--- src/rtl/pipe_skid_reg_pkg.sv ---
// Shared constants for the pipeline skid register: state encodings,
// default widths and the packed entry bundle width helper.
package pipe_skid_reg_pkg;

  typedef enum logic [1:0] {
    ST_EMPTY = 2'd0,
    ST_ONE   = 2'd1,
    ST_FULL  = 2'd2
  } state_t;

  localparam int DEF_PAYLOAD_W = 168;
  localparam int DEF_DW        = 32;
  localparam int DEF_AW        = 5;

  // Entry bundle: {instr, pc, payload, fw_we, fw_a, fw_v, fw_rdy}
  function automatic int entry_width(input int dw, input int payload_w, input int aw);
    return dw * 2 + payload_w + 1 + aw + dw + 1;
  endfunction

endpackage

--- src/rtl/pipe_skid_reg_entry.sv ---
// pipe_entry_reg: bundle-wide register with load enable and synchronous
// clear. Clear and reset both restore CLR_VAL; clear wins over load.
module pipe_entry_reg
  import pipe_skid_reg_pkg::*;
#(
  parameter int           W       = 1,
  parameter logic [W-1:0] CLR_VAL = '0
) (
  input  logic         clk,
  input  logic         reset,
  input  logic         clr,
  input  logic         ld,
  input  logic [W-1:0] d,
  output logic [W-1:0] q
);

  logic [W-1:0] ent_q;
  logic [W-1:0] ent_d;

  // Next value: clear beats load, otherwise hold.
  always_comb begin
    ent_d = ent_q;
    if (clr) begin
      ent_d = CLR_VAL;
    end else if (ld) begin
      ent_d = d;
    end
  end

  // Storage flop with synchronous reset to the clear value.
  always_ff @(posedge clk) begin
    if (reset) begin
      ent_q <= CLR_VAL;
    end else begin
      ent_q <= ent_d;
    end
  end

  assign q = ent_q;

endmodule

--- src/rtl/pipe_skid_reg.sv ---
// pipe_skid_reg: pipeline stage register with valid/ready handshake, a
// one-entry skid buffer and qualified forwarding for both held entries.
// in_ready depends only on registered state, so a downstream stall never
// reaches upstream combinationally.
// Optional macro PIPE_SKID_PERF_EN adds saturating stall/bubble counters.
module pipe_skid_reg
  import pipe_skid_reg_pkg::*;
#(
  parameter int            PAYLOAD_W = DEF_PAYLOAD_W,
  parameter int            DW        = DEF_DW,
  parameter int            AW        = DEF_AW,
  parameter logic [DW-1:0] PC_RST    = '0
) (
  input  logic                 clk,
  input  logic                 reset,
  input  logic                 in_flush,
  input  logic                 in_valid,
  output logic                 in_ready,
  input  logic [DW-1:0]        in_instr,
  input  logic [DW-1:0]        in_pc,
  input  logic [PAYLOAD_W-1:0] in_payload,
  input  logic                 in_fw_we,
  input  logic [AW-1:0]        in_fw_a,
  input  logic [DW-1:0]        in_fw_v,
  input  logic                 in_fw_rdy,
  output logic                 out_valid,
  input  logic                 out_ready,
  output logic [DW-1:0]        out_instr,
  output logic [DW-1:0]        out_pc,
  output logic [PAYLOAD_W-1:0] out_payload,
  output logic [AW-1:0]        fw_a,
  output logic [DW-1:0]        fw_v,
  output logic                 fw_pend,
  output logic [AW-1:0]        fws_a,
  output logic [DW-1:0]        fws_v,
  output logic                 fws_pend
`ifdef PIPE_SKID_PERF_EN
  ,
  output logic [31:0]          out_stall_cnt,
  output logic [31:0]          out_bubble_cnt
`endif
);

  localparam int EW     = entry_width(DW, PAYLOAD_W, AW);
  localparam int V_LSB  = 1;
  localparam int A_LSB  = DW + 1;
  localparam int WE_BIT = DW + AW + 1;
  localparam int PL_LSB = DW + AW + 2;
  localparam int PC_LSB = PL_LSB + PAYLOAD_W;
  localparam int IN_LSB = PC_LSB + DW;

  // A cleared entry is a nop at PC_RST with everything else zero.
  localparam logic [EW-1:0] CLR_BUNDLE = {{DW{1'b0}}, PC_RST, {(EW - 2 * DW){1'b0}}};

  state_t        state_q;
  state_t        state_d;
  logic          accept;
  logic          take;
  logic          main_ld;
  logic          skid_ld;
  logic [EW-1:0] in_bundle;
  logic [EW-1:0] main_d;
  logic [EW-1:0] main_q;
  logic [EW-1:0] skid_q;

  logic          m_we;
  logic          m_rdy;
  logic [AW-1:0] m_a;
  logic [DW-1:0] m_v;
  logic          s_we;
  logic          s_rdy;
  logic [AW-1:0] s_a;
  logic [DW-1:0] s_v;

  assign in_bundle = {in_instr, in_pc, in_payload, in_fw_we, in_fw_a, in_fw_v, in_fw_rdy};

  // A flushed cycle drops its input even if in_valid is high.
  assign accept = in_valid & in_ready & ~in_flush;
  assign take   = out_valid & out_ready;

  // The main entry refills from the skid when draining FULL, else from input.
  assign main_d = (state_q == ST_FULL) ? skid_q : in_bundle;

  pipe_entry_reg #(
    .W       (EW),
    .CLR_VAL (CLR_BUNDLE)
  ) u_main (
    .clk   (clk),
    .reset (reset),
    .clr   (in_flush),
    .ld    (main_ld),
    .d     (main_d),
    .q     (main_q)
  );

  pipe_entry_reg #(
    .W       (EW),
    .CLR_VAL (CLR_BUNDLE)
  ) u_skid (
    .clk   (clk),
    .reset (reset),
    .clr   (in_flush),
    .ld    (skid_ld),
    .d     (in_bundle),
    .q     (skid_q)
  );

  assign m_rdy = main_q[0];
  assign m_v   = main_q[V_LSB +: DW];
  assign m_a   = main_q[A_LSB +: AW];
  assign m_we  = main_q[WE_BIT];
  assign s_rdy = skid_q[0];
  assign s_v   = skid_q[V_LSB +: DW];
  assign s_a   = skid_q[A_LSB +: AW];
  assign s_we  = skid_q[WE_BIT];

  assign out_payload = main_q[PL_LSB +: PAYLOAD_W];
  assign out_pc      = main_q[PC_LSB +: DW];
  assign out_instr   = main_q[IN_LSB +: DW];

  // State register; reset has priority over everything.
  always_ff @(posedge clk) begin
    if (reset) begin
      state_q <= ST_EMPTY;
    end else begin
      state_q <= state_d;
    end
  end

  // Next state and entry load enables; flush empties the stage.
  always_comb begin
    state_d = state_q;
    main_ld = 1'b0;
    skid_ld = 1'b0;
    case (state_q)
      ST_EMPTY: begin
        if (accept) begin
          state_d = ST_ONE;
          main_ld = 1'b1;
        end
      end
      ST_ONE: begin
        if (accept && take) begin
          main_ld = 1'b1;
        end else if (accept) begin
          state_d = ST_FULL;
          skid_ld = 1'b1;
        end else if (take) begin
          state_d = ST_EMPTY;
        end
      end
      ST_FULL: begin
        if (take) begin
          state_d = ST_ONE;
          main_ld = 1'b1;
        end
      end
      default: state_d = ST_EMPTY;
    endcase
    if (in_flush) begin
      state_d = ST_EMPTY;
    end
  end

  // Handshake outputs and qualified forwarding, all from registered state.
  always_comb begin
    in_ready  = (state_q != ST_FULL);
    out_valid = (state_q != ST_EMPTY);
    fw_a      = '0;
    fw_v      = '0;
    fws_a     = '0;
    fws_v     = '0;
    if (out_valid && m_we && (m_a != '0)) begin
      fw_a = m_a;
    end
    if ((fw_a != '0) && m_rdy) begin
      fw_v = m_v;
    end
    fw_pend = (fw_a != '0) && !m_rdy;
    if ((state_q == ST_FULL) && s_we && (s_a != '0)) begin
      fws_a = s_a;
    end
    if ((fws_a != '0) && s_rdy) begin
      fws_v = s_v;
    end
    fws_pend = (fws_a != '0) && !s_rdy;
  end

`ifdef PIPE_SKID_PERF_EN
  logic [31:0] stall_cnt_q;
  logic [31:0] stall_cnt_d;
  logic [31:0] bubble_cnt_q;
  logic [31:0] bubble_cnt_d;

  // Saturating stall and bubble counters; flush does not touch them.
  always_comb begin
    stall_cnt_d  = stall_cnt_q;
    bubble_cnt_d = bubble_cnt_q;
    if (out_valid && !out_ready && (stall_cnt_q != 32'hFFFF_FFFF)) begin
      stall_cnt_d = stall_cnt_q + 32'd1;
    end
    if (!out_valid && (bubble_cnt_q != 32'hFFFF_FFFF)) begin
      bubble_cnt_d = bubble_cnt_q + 32'd1;
    end
  end

  // Counter registers, cleared by reset only.
  always_ff @(posedge clk) begin
    if (reset) begin
      stall_cnt_q  <= '0;
      bubble_cnt_q <= '0;
    end else begin
      stall_cnt_q  <= stall_cnt_d;
      bubble_cnt_q <= bubble_cnt_d;
    end
  end

  assign out_stall_cnt  = stall_cnt_q;
  assign out_bubble_cnt = bubble_cnt_q;
`endif

endmodule
--- config.mk ---
export PLATFORM = sky130hd
export DESIGN_NAME = pipe_skid_reg
export DESIGN_NICKNAME = d
export VERILOG_FILES = /design/src/rtl/pipe_skid_reg_pkg.sv /design/src/rtl/pipe_skid_reg_entry.sv /design/src/rtl/pipe_skid_reg.sv
export SDC_FILE = /design/constraint.sdc
export NUM_CORES = 1
export LEC_CHECK = 0
export CORE_MARGIN = 5
export CORE_UTILIZATION = 50
export DETAILED_ROUTE_END_ITERATION = 16
export PLACE_DENSITY = 0.9
export SYNTH_ARGS = -nofsm -noshare
export SYNTH_HDL_FRONTEND = slang
export SYNTH_SLANG_ARGS = --single-unit
--- constraint.sdc ---
create_clock -name clk -period 3.64 [get_ports clk]
set_input_delay 0.364 -clock clk [delete_from_list [all_inputs] [get_ports clk]]
set_output_delay 0.364 -clock clk [all_outputs]
set_load 0.02 [all_outputs]
==> out/results.ini <==
[global_route]
grtUsageTotal=0.265
antenna_found_initial=10
grt_first_pass_wirelength_mm=126
grt_pass1_vias=22300
grt-ovfl-total=0
grt_max_degree=156

[layout]
area_growth_pct=22.9
finalNetCount=3251
utilization=0.616
fill_cells=4113
drive_above_1_share=0.0546

[power]
powerDensity_mw_per_mm2=428
irDropWorstVdd_uv=486
pwr-share-comb=0.116
power_switching_mw=3.41
p_seq_frac=0.446
intPower_mw=10.4
p_clk_frac=0.438
leakage_nw=12.0
netSwitchingFraction=0.247

[place]
place_ws_ns=0.699
io_buffers=585
routabilityCongestion=0.882
dp_hpwl_mm=49.5

[timing]
timing.slew.headroom=0.309
grt_setup_unrepaired=false
hold_violations=0
fin_hold_ws_ns=0.217
setup_slack_ns=0.221
skew_ns=0.00867
fin_crit_sh=0.939
min_period_ns=3.42
tns_ns=0
setup_violations=0
fmax_ghz=0.293
max_slew.worst_pin.slew_ns=1.04
timing_max_transition_violations_final=0

[logic_synthesis]
synth_cells=2874
synth.ff_latch_count=544
yosysSeqAreaShare=0.416
ys.flop_type=dfxtp_1
yosysUniqueCellTypes=40
synth_area_mm2=0.0262
synth_warnings=0
avgSynthCellArea_um2=9.12
synth-edff-count=0
syn_nets=3150
ys_async_sr_fraction=0

[worst_setup_path]
ff2ff_setup_slack_ns=1.06
worstSetupPathType=reg2out
reg2reg_from=state_q[0]
end_kind=output pin
critPathLaunchType=flop
crit_path_max_fanout=20
cp.arrival_ns=3.05
reg2regPathDepth=6
critPathRequiredTime_ns=3.28
reg2reg_to=u_main.q[54]

[clocking]
clk_pin_slew_ns=0.06
numCtsBuffers=56
clock_sinks=544
insertion_delay_ns=0.59
cts-root-buf=clkbuf_16
cts_tree=yes
cts_hold_buf=0
clockBufferDepth=3
ctsHtreeMaxLevel=2

[flow_run]
max_cap_violations=0

[hold_path]
hold_path_end=u_skid.q[244]
worstHoldPathCells=3
hp-start=in_flush
min_path_type=in2reg

[floorplan]
rows=84
io_pins=586
core-area_mm2=0.0522
start_util=0.502
dieWidth_um=239
chipHeight_um=239
dieArea_mm2=0.0571

[routing]
wire_per_inst_um=22.2
wl_mm=82.7
drt_iter0_drc=2917
via_per_inst=6.48
vias=24100
final_antenna_net_count=0
drc_errors=0
firstDrtPassIters=8

[run_status]
status=completed

## through the flow
stage          area (um2)  cells  power, mW
3_3_place_gp        30200   3605       7.82
2_1_floorplan       26200   2874       7.20
6_report            32200   3718       13.8
5_1_grt             32200   3718       14.2
4_1_cts             32200   3710       13.8
3_5_place_dp        30200   3605       7.84
## power groups by stage
stage | clock [mW] | sequential, mW | combinational [mW]
floorplan | 0 | 6.24 | 0.954
global placement | 0 | 6.27 | 1.54
detailed placement | 0 | 6.27 | 1.56
CTS | 6.12 | 6.14 | 1.57
global route | 6.36 | 6.15 | 1.69
finish | 6.04 | 6.15 | 1.60
## state kept, by name, summed over array words and instances (netlist names)
name and cells:
u_skid.q 271, u_main.q 271, state_q 2
## cell families (layout without fill, tap and decap cells)
kind of cell           count (synthesis)  after routing  share of synthesized area
AO/OA/AOI/OAI                       1093           1093                      0.275
buffers and inverters                605            753                      0.132
flip-flops                           544            544                      0.416
AND/OR/NAND/NOR                      360            360                     0.0734
multiplexers                         272            272                      0.104
other                                  0              8                          0
## critical path, stage by stage (launching register included)
cell and delay (ns):
dfxtp_1 0.51, nor2b_1 0.34, o2111a_1 0.53, buf_4 0.29
and2_1 0.17, clkdlybuf4s50_1 0.62
## cell usage in the layout (no fill, tap or decap), types with 2 or more instances in the layout
master           netlist  final
nor2_1                 2      2
buf_4                248     40
o21ai_1               52     52
o21ai_0              219    219
dfxtp_1              544    544
a211oi_1             271    271
clkbuf_8               0      9
a21oi_1              273    273
and3_1                 5      5
clkinv_2               1     12
clkbuf_16              0     58
clkinvlp_4             0      2
nand3_1              271    271
a311oi_1             271    271
and2_1                69     69
bufinv_16              0      7
buf_12                 8     20
diode_2                0      8
clkdlybuf4s50_1        0    584
mux2i_1              272    272
clkbuf_1             261     14
## metal layers
layer  routed length, um  global-route usage  vias to the layer above  share of wire
met5                   0                   0                        -              0
met4                3410               0.107                        0          0.041
met3                8670              0.0553                      245           0.10
met2               38900               0.422                     1412           0.47
met1               31700               0.353                    11600           0.38
li1                    -                   -                    10900              -
## how the worst max path moves through the flow
stage / from / end / slack [ns] / cells after the start
final: state_q[1] / fws_v[16] / 0.22 / 5
after global routing: state_q[1] / fws_v[16] / 0.06 / 5
after CTS: state_q[0] / fw_v[23] / 0.05 / 5
after detailed placement: state_q[0] / fw_v[23] / 0.70 / 5
after global placement: state_q[0] / fw_v[25] / 0.81 / 5
after floorplan: u_skid.q[34] / fws_v[10] / 1.79 / 4
## synthesized netlist by cell type (2+ instances only)
master    number  share of area
and2_1        69          0.016
o311a_1        2        0.00076
mux2i_1      272           0.10
clkbuf_1     261          0.037
o21ai_0      219          0.042
nand3_1      271          0.052
o21ai_1       52         0.0099
a21oi_1      273          0.052
and3_1         5         0.0012
buf_8          2         0.0011
nor2_1         2        0.00029
dfxtp_1      544           0.42
buf_2         69          0.013
buf_1         10         0.0014
buf_6          4         0.0017
buf_12         8         0.0061
a311oi_1     271          0.091
buf_4        248          0.071
a211oi_1     271          0.078
## what timing repair did
action                                  in CTS  in global routing
gates resized for setup                      0                  1
buffers inserted                             0                  0
endpoints found under the setup margin       0                 14
## area by class of cell
type / count / area (um2) / share of cell area
well taps: 688 / 861 / 0.0267
clock inverters: 24 / 319 / 0.00991
multi-input cells: 1725 / 11900 / 0.369
inverters: 3 / 35.0 / 0.00109
clock buffers: 81 / 1630 / 0.0505
repair buffers: 645 / 6560 / 0.204
diodes: 8 / 20.0 / 0.000622
flip-flops and latches: 544 / 10900 / 0.338
Power figures use the tool's default switching activity.
